## src/rtl/seg_scan_pkg.sv

```systemverilog
// Shared definitions for the 7-segment scan decoder.
//   - SEG_0..SEG_9, SEG_BLANK : 7-bit gfedcba patterns, active-high
//   - CODE_BLANK, CODE_ERR    : non-BCD codes reported per digit
//   - sel_to_idx()            : active-low one-hot digit select to index
package seg_scan_pkg;

    localparam logic [6:0] SEG_0     = 7'h3F;
    localparam logic [6:0] SEG_1     = 7'h06;
    localparam logic [6:0] SEG_2     = 7'h5B;
    localparam logic [6:0] SEG_3     = 7'h4F;
    localparam logic [6:0] SEG_4     = 7'h66;
    localparam logic [6:0] SEG_5     = 7'h6D;
    localparam logic [6:0] SEG_6     = 7'h7D;
    localparam logic [6:0] SEG_7     = 7'h07;
    localparam logic [6:0] SEG_8     = 7'h7F;
    localparam logic [6:0] SEG_9     = 7'h6F;
    localparam logic [6:0] SEG_BLANK = 7'h00;

    localparam logic [3:0] CODE_BLANK = 4'hF;
    localparam logic [3:0] CODE_ERR   = 4'hE;

    typedef struct packed {
        logic       valid;  // exactly one select line low
        logic [1:0] idx;    // digit position, 0 = rightmost
    } sel_dec_t;

    // 1111 (blanking gap) and multi-digit selects are reported as invalid.
    function automatic sel_dec_t sel_to_idx(input logic [3:0] sel);
        sel_dec_t r;
        r.valid = 1'b1;
        r.idx   = 2'd0;
        case (sel)
            4'b1110: r.idx = 2'd0;
            4'b1101: r.idx = 2'd1;
            4'b1011: r.idx = 2'd2;
            4'b0111: r.idx = 2'd3;
            default: r.valid = 1'b0;
        endcase
        return r;
    endfunction

endpackage

```

## src/rtl/seg_scan_decoder_seg7_to_bcd.sv

```systemverilog
// Combinational 7-segment pattern to digit code.
//   seg  : gfedcba pattern, active-high
//   code : 0-9 for a recognised digit, CODE_BLANK for all-off,
//          CODE_ERR for anything else
module seg7_to_bcd
    import seg_scan_pkg::*;
(
    input  logic [6:0] seg,
    output logic [3:0] code
);

    always_comb begin
        code = CODE_ERR;
        case (seg)
            SEG_0:     code = 4'd0;
            SEG_1:     code = 4'd1;
            SEG_2:     code = 4'd2;
            SEG_3:     code = 4'd3;
            SEG_4:     code = 4'd4;
            SEG_5:     code = 4'd5;
            SEG_6:     code = 4'd6;
            SEG_7:     code = 4'd7;
            SEG_8:     code = 4'd8;
            SEG_9:     code = 4'd9;
            SEG_BLANK: code = CODE_BLANK;
            default:   code = CODE_ERR;
        endcase
    end

endmodule

```

## src/rtl/seg_scan_decoder.sv

```systemverilog
// Rebuilds the four displayed digits from a multiplexed 7-segment bus.
//   clk, rst       : clock, asynchronous active-high reset
//   sel_seg_i      : active-low digit select (1110 = digit 0, 0111 = digit 3)
//   seg_led_i      : {dp,g,f,e,d,c,b,a}, polarity set by SEG_ACTIVE_LOW
//   digits_o       : {d3,d2,d1,d0} codes (0-9, F = blank, E = unrecognised)
//   dp_o           : decimal point per digit, active-high
//   frame_valid_o  : one-cycle pulse when digits_o/dp_o take a new frame
//   seg_err_o      : sticky per-digit unrecognised-pattern flag
//   stale_o        : no capture for TIMEOUT_CYC cycles
module seg_scan_decoder
    import seg_scan_pkg::*;
#(
    parameter int STABLE_CYC     = 16,
    parameter bit SEG_ACTIVE_LOW = 1'b1,
    parameter int TIMEOUT_CYC    = 216000
) (
    input  logic        clk,
    input  logic        rst,
    input  logic [3:0]  sel_seg_i,
    input  logic [7:0]  seg_led_i,
    output logic [15:0] digits_o,
    output logic [3:0]  dp_o,
    output logic        frame_valid_o,
    output logic [3:0]  seg_err_o,
    output logic        stale_o
);

    localparam logic [7:0]  CAP_CNT = 8'(STABLE_CYC - 1);
    localparam logic [17:0] TO_MAX  = 18'(TIMEOUT_CYC);

    logic [3:0]  sel_meta_reg, sel_sync_reg, sel_prev_reg;
    logic [7:0]  seg_meta_reg, seg_sync_reg, seg_prev_reg;
    logic [7:0]  stab_cnt_reg, stab_cnt_next;
    logic        cap_flag_reg, cap_flag_next;
    logic [3:0]  seen_reg, seen_next;
    logic [17:0] to_cnt_reg, to_cnt_next;
    logic        frame_valid_reg;

    logic [7:0]  seg_norm;
    logic [3:0]  code;
    sel_dec_t    sel_dec;
    logic        same;
    logic        capture;
    logic        commit;
    logic [3:0]  cap_mask;

    // Two-flop synchronisers plus the previous-cycle copy used for the
    // stability comparison.
    always_ff @(posedge clk or posedge rst) begin
        if (rst) begin
            sel_meta_reg <= '0;
            sel_sync_reg <= '0;
            sel_prev_reg <= '0;
            seg_meta_reg <= '0;
            seg_sync_reg <= '0;
            seg_prev_reg <= '0;
        end else begin
            sel_meta_reg <= sel_seg_i;
            sel_sync_reg <= sel_meta_reg;
            sel_prev_reg <= sel_sync_reg;
            seg_meta_reg <= seg_led_i;
            seg_sync_reg <= seg_meta_reg;
            seg_prev_reg <= seg_sync_reg;
        end
    end

    assign seg_norm = SEG_ACTIVE_LOW ? ~seg_sync_reg : seg_sync_reg;

    seg7_to_bcd u_seg7_to_bcd (
        .seg  (seg_norm[6:0]),
        .code (code)
    );

    always_comb begin
        same          = (sel_sync_reg == sel_prev_reg) && (seg_sync_reg == seg_prev_reg);
        stab_cnt_next = 8'd0;
        if (same) begin
            stab_cnt_next = (stab_cnt_reg == 8'hFF) ? 8'hFF : stab_cnt_reg + 8'd1;
        end
        sel_dec = sel_to_idx(sel_sync_reg);
        // The counter value being loaded this cycle is the number of
        // cycles the bus has already matched, so hitting STABLE_CYC-1 here
        // means STABLE_CYC identical samples.
        capture  = same && !cap_flag_reg && sel_dec.valid && (stab_cnt_next == CAP_CNT);
        cap_mask = capture ? (4'b0001 << sel_dec.idx) : 4'b0000;
        cap_flag_next = same ? (cap_flag_reg | capture) : 1'b0;

        commit = (seen_reg == 4'b1111);
        // A capture in the commit cycle starts the next frame.
        seen_next = (commit ? 4'b0000 : seen_reg) | cap_mask;

        to_cnt_next = to_cnt_reg;
        if (capture) begin
            to_cnt_next = 18'd0;
        end else if (to_cnt_reg != TO_MAX) begin
            to_cnt_next = to_cnt_reg + 18'd1;
        end
    end

    always_ff @(posedge clk or posedge rst) begin
        if (rst) begin
            stab_cnt_reg    <= 8'd0;
            cap_flag_reg    <= 1'b0;
            seen_reg        <= 4'b0000;
            to_cnt_reg      <= 18'd0;
            frame_valid_reg <= 1'b0;
        end else begin
            stab_cnt_reg    <= stab_cnt_next;
            cap_flag_reg    <= cap_flag_next;
            seen_reg        <= seen_next;
            to_cnt_reg      <= to_cnt_next;
            frame_valid_reg <= commit;
        end
    end

    // Per-digit shadow, output and sticky error registers.
    genvar gi;
    generate
        for (gi = 0; gi < 4; gi++) begin : g_digit
            logic [3:0] shadow_code_reg;
            logic       shadow_dp_reg;
            logic [3:0] out_code_reg;
            logic       out_dp_reg;
            logic       err_reg;

            always_ff @(posedge clk or posedge rst) begin
                if (rst) begin
                    shadow_code_reg <= CODE_BLANK;
                    shadow_dp_reg   <= 1'b0;
                    out_code_reg    <= CODE_BLANK;
                    out_dp_reg      <= 1'b0;
                    err_reg         <= 1'b0;
                end else begin
                    if (cap_mask[gi]) begin
                        shadow_code_reg <= code;
                        shadow_dp_reg   <= seg_norm[7];
                        if (code == CODE_ERR) begin
                            err_reg <= 1'b1;
                        end
                    end
                    if (commit) begin
                        out_code_reg <= shadow_code_reg;
                        out_dp_reg   <= shadow_dp_reg;
                    end
                end
            end

            assign digits_o[gi*4 +: 4] = out_code_reg;
            assign dp_o[gi]            = out_dp_reg;
            assign seg_err_o[gi]       = err_reg;
        end
    endgenerate

    assign frame_valid_o = frame_valid_reg;
    assign stale_o       = (to_cnt_reg == TO_MAX);

endmodule
```

## config.mk

```make
export PLATFORM = sky130hd
export DESIGN_NAME = seg_scan_decoder
export DESIGN_NICKNAME = d
export VERILOG_FILES = /design/src/rtl/seg_scan_pkg.sv /design/src/rtl/seg_scan_decoder_seg7_to_bcd.sv /design/src/rtl/seg_scan_decoder.sv
export SDC_FILE = /design/constraint.sdc
export NUM_CORES = 1
export LEC_CHECK = 0
export ABC_AREA = 1
export BUFFER_PORTS_ARGS = -buffer_cell sky130_fd_sc_hd__buf_2
export CAP_MARGIN = 15
export CORE_MARGIN = 3
export CORE_UTILIZATION = 35
export CTS_CLUSTER_SIZE = 16
export DETAILED_ROUTE_END_ITERATION = 10
export SYNTH_ARGS = -nofsm -noshare
export SYNTH_HDL_FRONTEND = slang
export SYNTH_SLANG_ARGS = --single-unit
```

## constraint.sdc

```tcl
create_clock -name clk -period 7.1 [get_ports clk]
set_input_delay 0.355 -clock clk [delete_from_list [all_inputs] [get_ports clk]]
set_output_delay 0.355 -clock clk [all_outputs]
set_load 0.01 [all_outputs]
```

==> summary.txt <==
CTS
  • CTS buffer count: 9
  • Postcts setup bufs: 0
  • Num Clock Sinks: 112
  • H-tree levels: 3
  • Hold buffer count at cts: 0
  • Worst-path clk slew: 70 ps
  • CTS tree: built
  • Post-CTS sizing: 0
  • Clk root buf: clkbuf_16
  • Maximum root-to-sink buffer count: 2
  • Clk_lat worst skew: 350 ps

Timing
  • Slew Viols, Final: 0
  • Hold Slack: 109.4 ps
  • Setup tns final: 0 ps
  • Setup-failing EPs final: 0
  • Tcrit/Tclk final: 42.87%
  • Slew HR: 29.87%
  • RSZ-0062 raised after global routing: no
  • Layout Skew: 8.491 ps
  • Post-layout min period: 3044 ps
  • F_max: 328.5 MHz
  • Worst slew pin tran: 1051 ps
  • Final Hold Fails: 0

Global routing
  • Overall routing resource usage: 12.25%
  • First-pass GRT wire length: 15940 um
  • Grt ovf: 0
  • Vias in the first global route: 3467
  • Pin count of the biggest net entering global routing: 58
  • Antenna violations before repair: 0

Critical path
  • R2r endpoint: to_cnt_reg[0]
  • Critical Path RT: 7330 ps
  • CP arrival: 3270 ps
  • CP startpoint kind: register
  • CP Max Fanout: 29
  • RR Startpoint: stab_cnt_reg[0]
  • R2R setup slack: 4060 ps
  • Crit end category: register
  • Start point of the critical path: stab_cnt_reg[0]
  • Critical setup path kind: reg2reg
  • Worst-case reg-to-reg path depth: 11

Floorplan
  • Core Rows: 43
  • Die Width: 125.6 um
  • Starting density of the core: 35.91%
  • Die Ht: 125.6 um
  • I/O pin cnt: 40
  • Core region area: 13930 um2
  • Die area: 15770 um2

Logic synthesis
  • Syn Nets: 560
  • Post-synth EDFFs: 0
  • Avg Inst Size Synth: 9.215 um2
  • Yosys warning count: 0
  • Post-synth ARST share: 100.0%
  • Seq/Total Area, Yosys: 56.81%
  • Dominant synthesized flop cell: dfrtp_1
  • Synthesized area: 5004 um2
  • Synthesized instance count: 543
  • FF+latch count, synth: 112
  • Post-synthesis cell type count: 29

Finish
  • # nets final: 594
  • Largest register FFs: 18
  • Antenna cells: 0
  • Proportion of layout cells with a drive suffix above 1: 21.13%
  • Layout Utilization: 40.15%
  • Most common cell after layout, fill and taps aside: nand2_1
  • Non-filler cells, final: 762
  • Synthesis-to-layout area growth: 11.80%
  • Most frequent cells in the layout: 157 x nand2_1, 80 x dfrtp_1, 65 x nor2_1
  • Fill count: 1333

Placed design
  • Dpl cells: 746
  • Gpl congestion: 0.9040
  • DP Wirelength: 6623 um
  • Buffers on Ports: 39

Drt
  • DRT antenna net count: 0
  • Number of vias in the routed layout: 3536
  • Routed wire per std cell: 12.04 um
  • Drt first pass iters: 4
  • Final WL: 9176 um
  • Drt drc: 0
  • DR iter-0 viols: 166
  • Detail-routed via count per cell: 4.640

Power and ir drop
  • Maximum VDD drop: 0.1062 mV
  • PD cells: 213.4 nW/um2
  • Leakage: 2.747 nW

Run
  • Max Cap Viol: 0

Status
  • Status: complete, no violations

Hold path
  • Class of the worst hold path: in2async
## worst max path at each step
stage	to	depth (start not counted)
after floorplan	cap_flag_reg	1
after global placement	to_cnt_reg[1]	11
after detailed placement	to_cnt_reg[17]	11
after CTS	to_cnt_reg[17]	11
after global routing	to_cnt_reg[4]	11
final	to_cnt_reg[0]	11
## critical path: stages, from the launching register on
cell     delay, ps
dfrtp_1        410
ha_1           250
nand2_1        120
nor2_2          50
nand2_1        260
nand2_1         90
nor2_1         170
nand2_1         90
nor2_2         790
nand2_1        250
inv_1          360
nor2_1          80
## through the flow
| stage | power (W) | worst slack [ps] | area, um2 |
|---|---|---|---|
| 2_1_floorplan | 0.0006933 | 3839 | 5004 |
| 3_3_place_gp | 0.0007059 | 4215 | 5300 |
| 3_5_place_dp | 0.0007075 | 4068 | 5300 |
| 4_1_cts | 0.001212 | 4056 | 5594 |
| 5_1_grt | 0.001243 | 3682 | 5594 |
| 6_report | 0.001194 | 4056 | 5594 |
## Yosys cell counts, drive strengths merged, types with 2 or more instances
| cell | n | share of area [%] |
|---|---|---|
| xor2 | 9 | 1.6 |
| nor4 | 4 | 0.63 |
| or2 | 2 | 0.25 |
| buf | 18 | 3.0 |
| inv | 60 | 4.5 |
| nor3 | 8 | 0.80 |
| mux2 | 20 | 4.5 |
| a21oi | 9 | 0.90 |
| nand2 | 158 | 12 |
| nand4 | 31 | 3.9 |
| nor2 | 68 | 5.3 |
| dfstp | 32 | 17 |
| o21ai | 6 | 0.60 |
| ha | 3 | 0.75 |
| nand3 | 25 | 3.0 |
| dfrtp | 80 | 40 |
| xnor2 | 7 | 1.2 |
## layer usage
layer,wire length [um],GRT usage [%],part of all wire (%)
met5,0,0,0
met4,187,5.931,2.0
met3,325,2.221,3.5
met2,4413,20.39,48
met1,4250,15.38,46
## where the power goes
part | internal [W] | switching, W
Sequential | 0.000649 | 0.00000800
Clock | 0.000274 | 0.000225
Combinational | 0.0000104 | 0.0000275
Total | 0.000933 | 0.000261
## cell type report
class / count / area, um2 / area share, %
clock inverter: 7 / 68.82 / 1.230
inverter: 60 / 227.7 / 4.071
multi-input combinational: 353 / 1794 / 32.07
timing repair buffer: 41 / 210.2 / 3.758
sequential: 112 / 2843 / 50.82
clock buffer: 9 / 225.2 / 4.026
tap: 180 / 225.2 / 4.026
## cell families after synthesis
group	after synthesis	share of synthesized area, %
AND/OR/NAND/NOR	297	25.86
flip-flops	112	56.81
buffers and inverters	78	7.502
multiplexers	20	4.501
AO/OA/AOI/OAI	17	1.775
XOR/XNOR	16	2.801
adder cells (fa/ha/maj)	3	0.7503
Note: power is estimated with default switching activity, not from simulation.
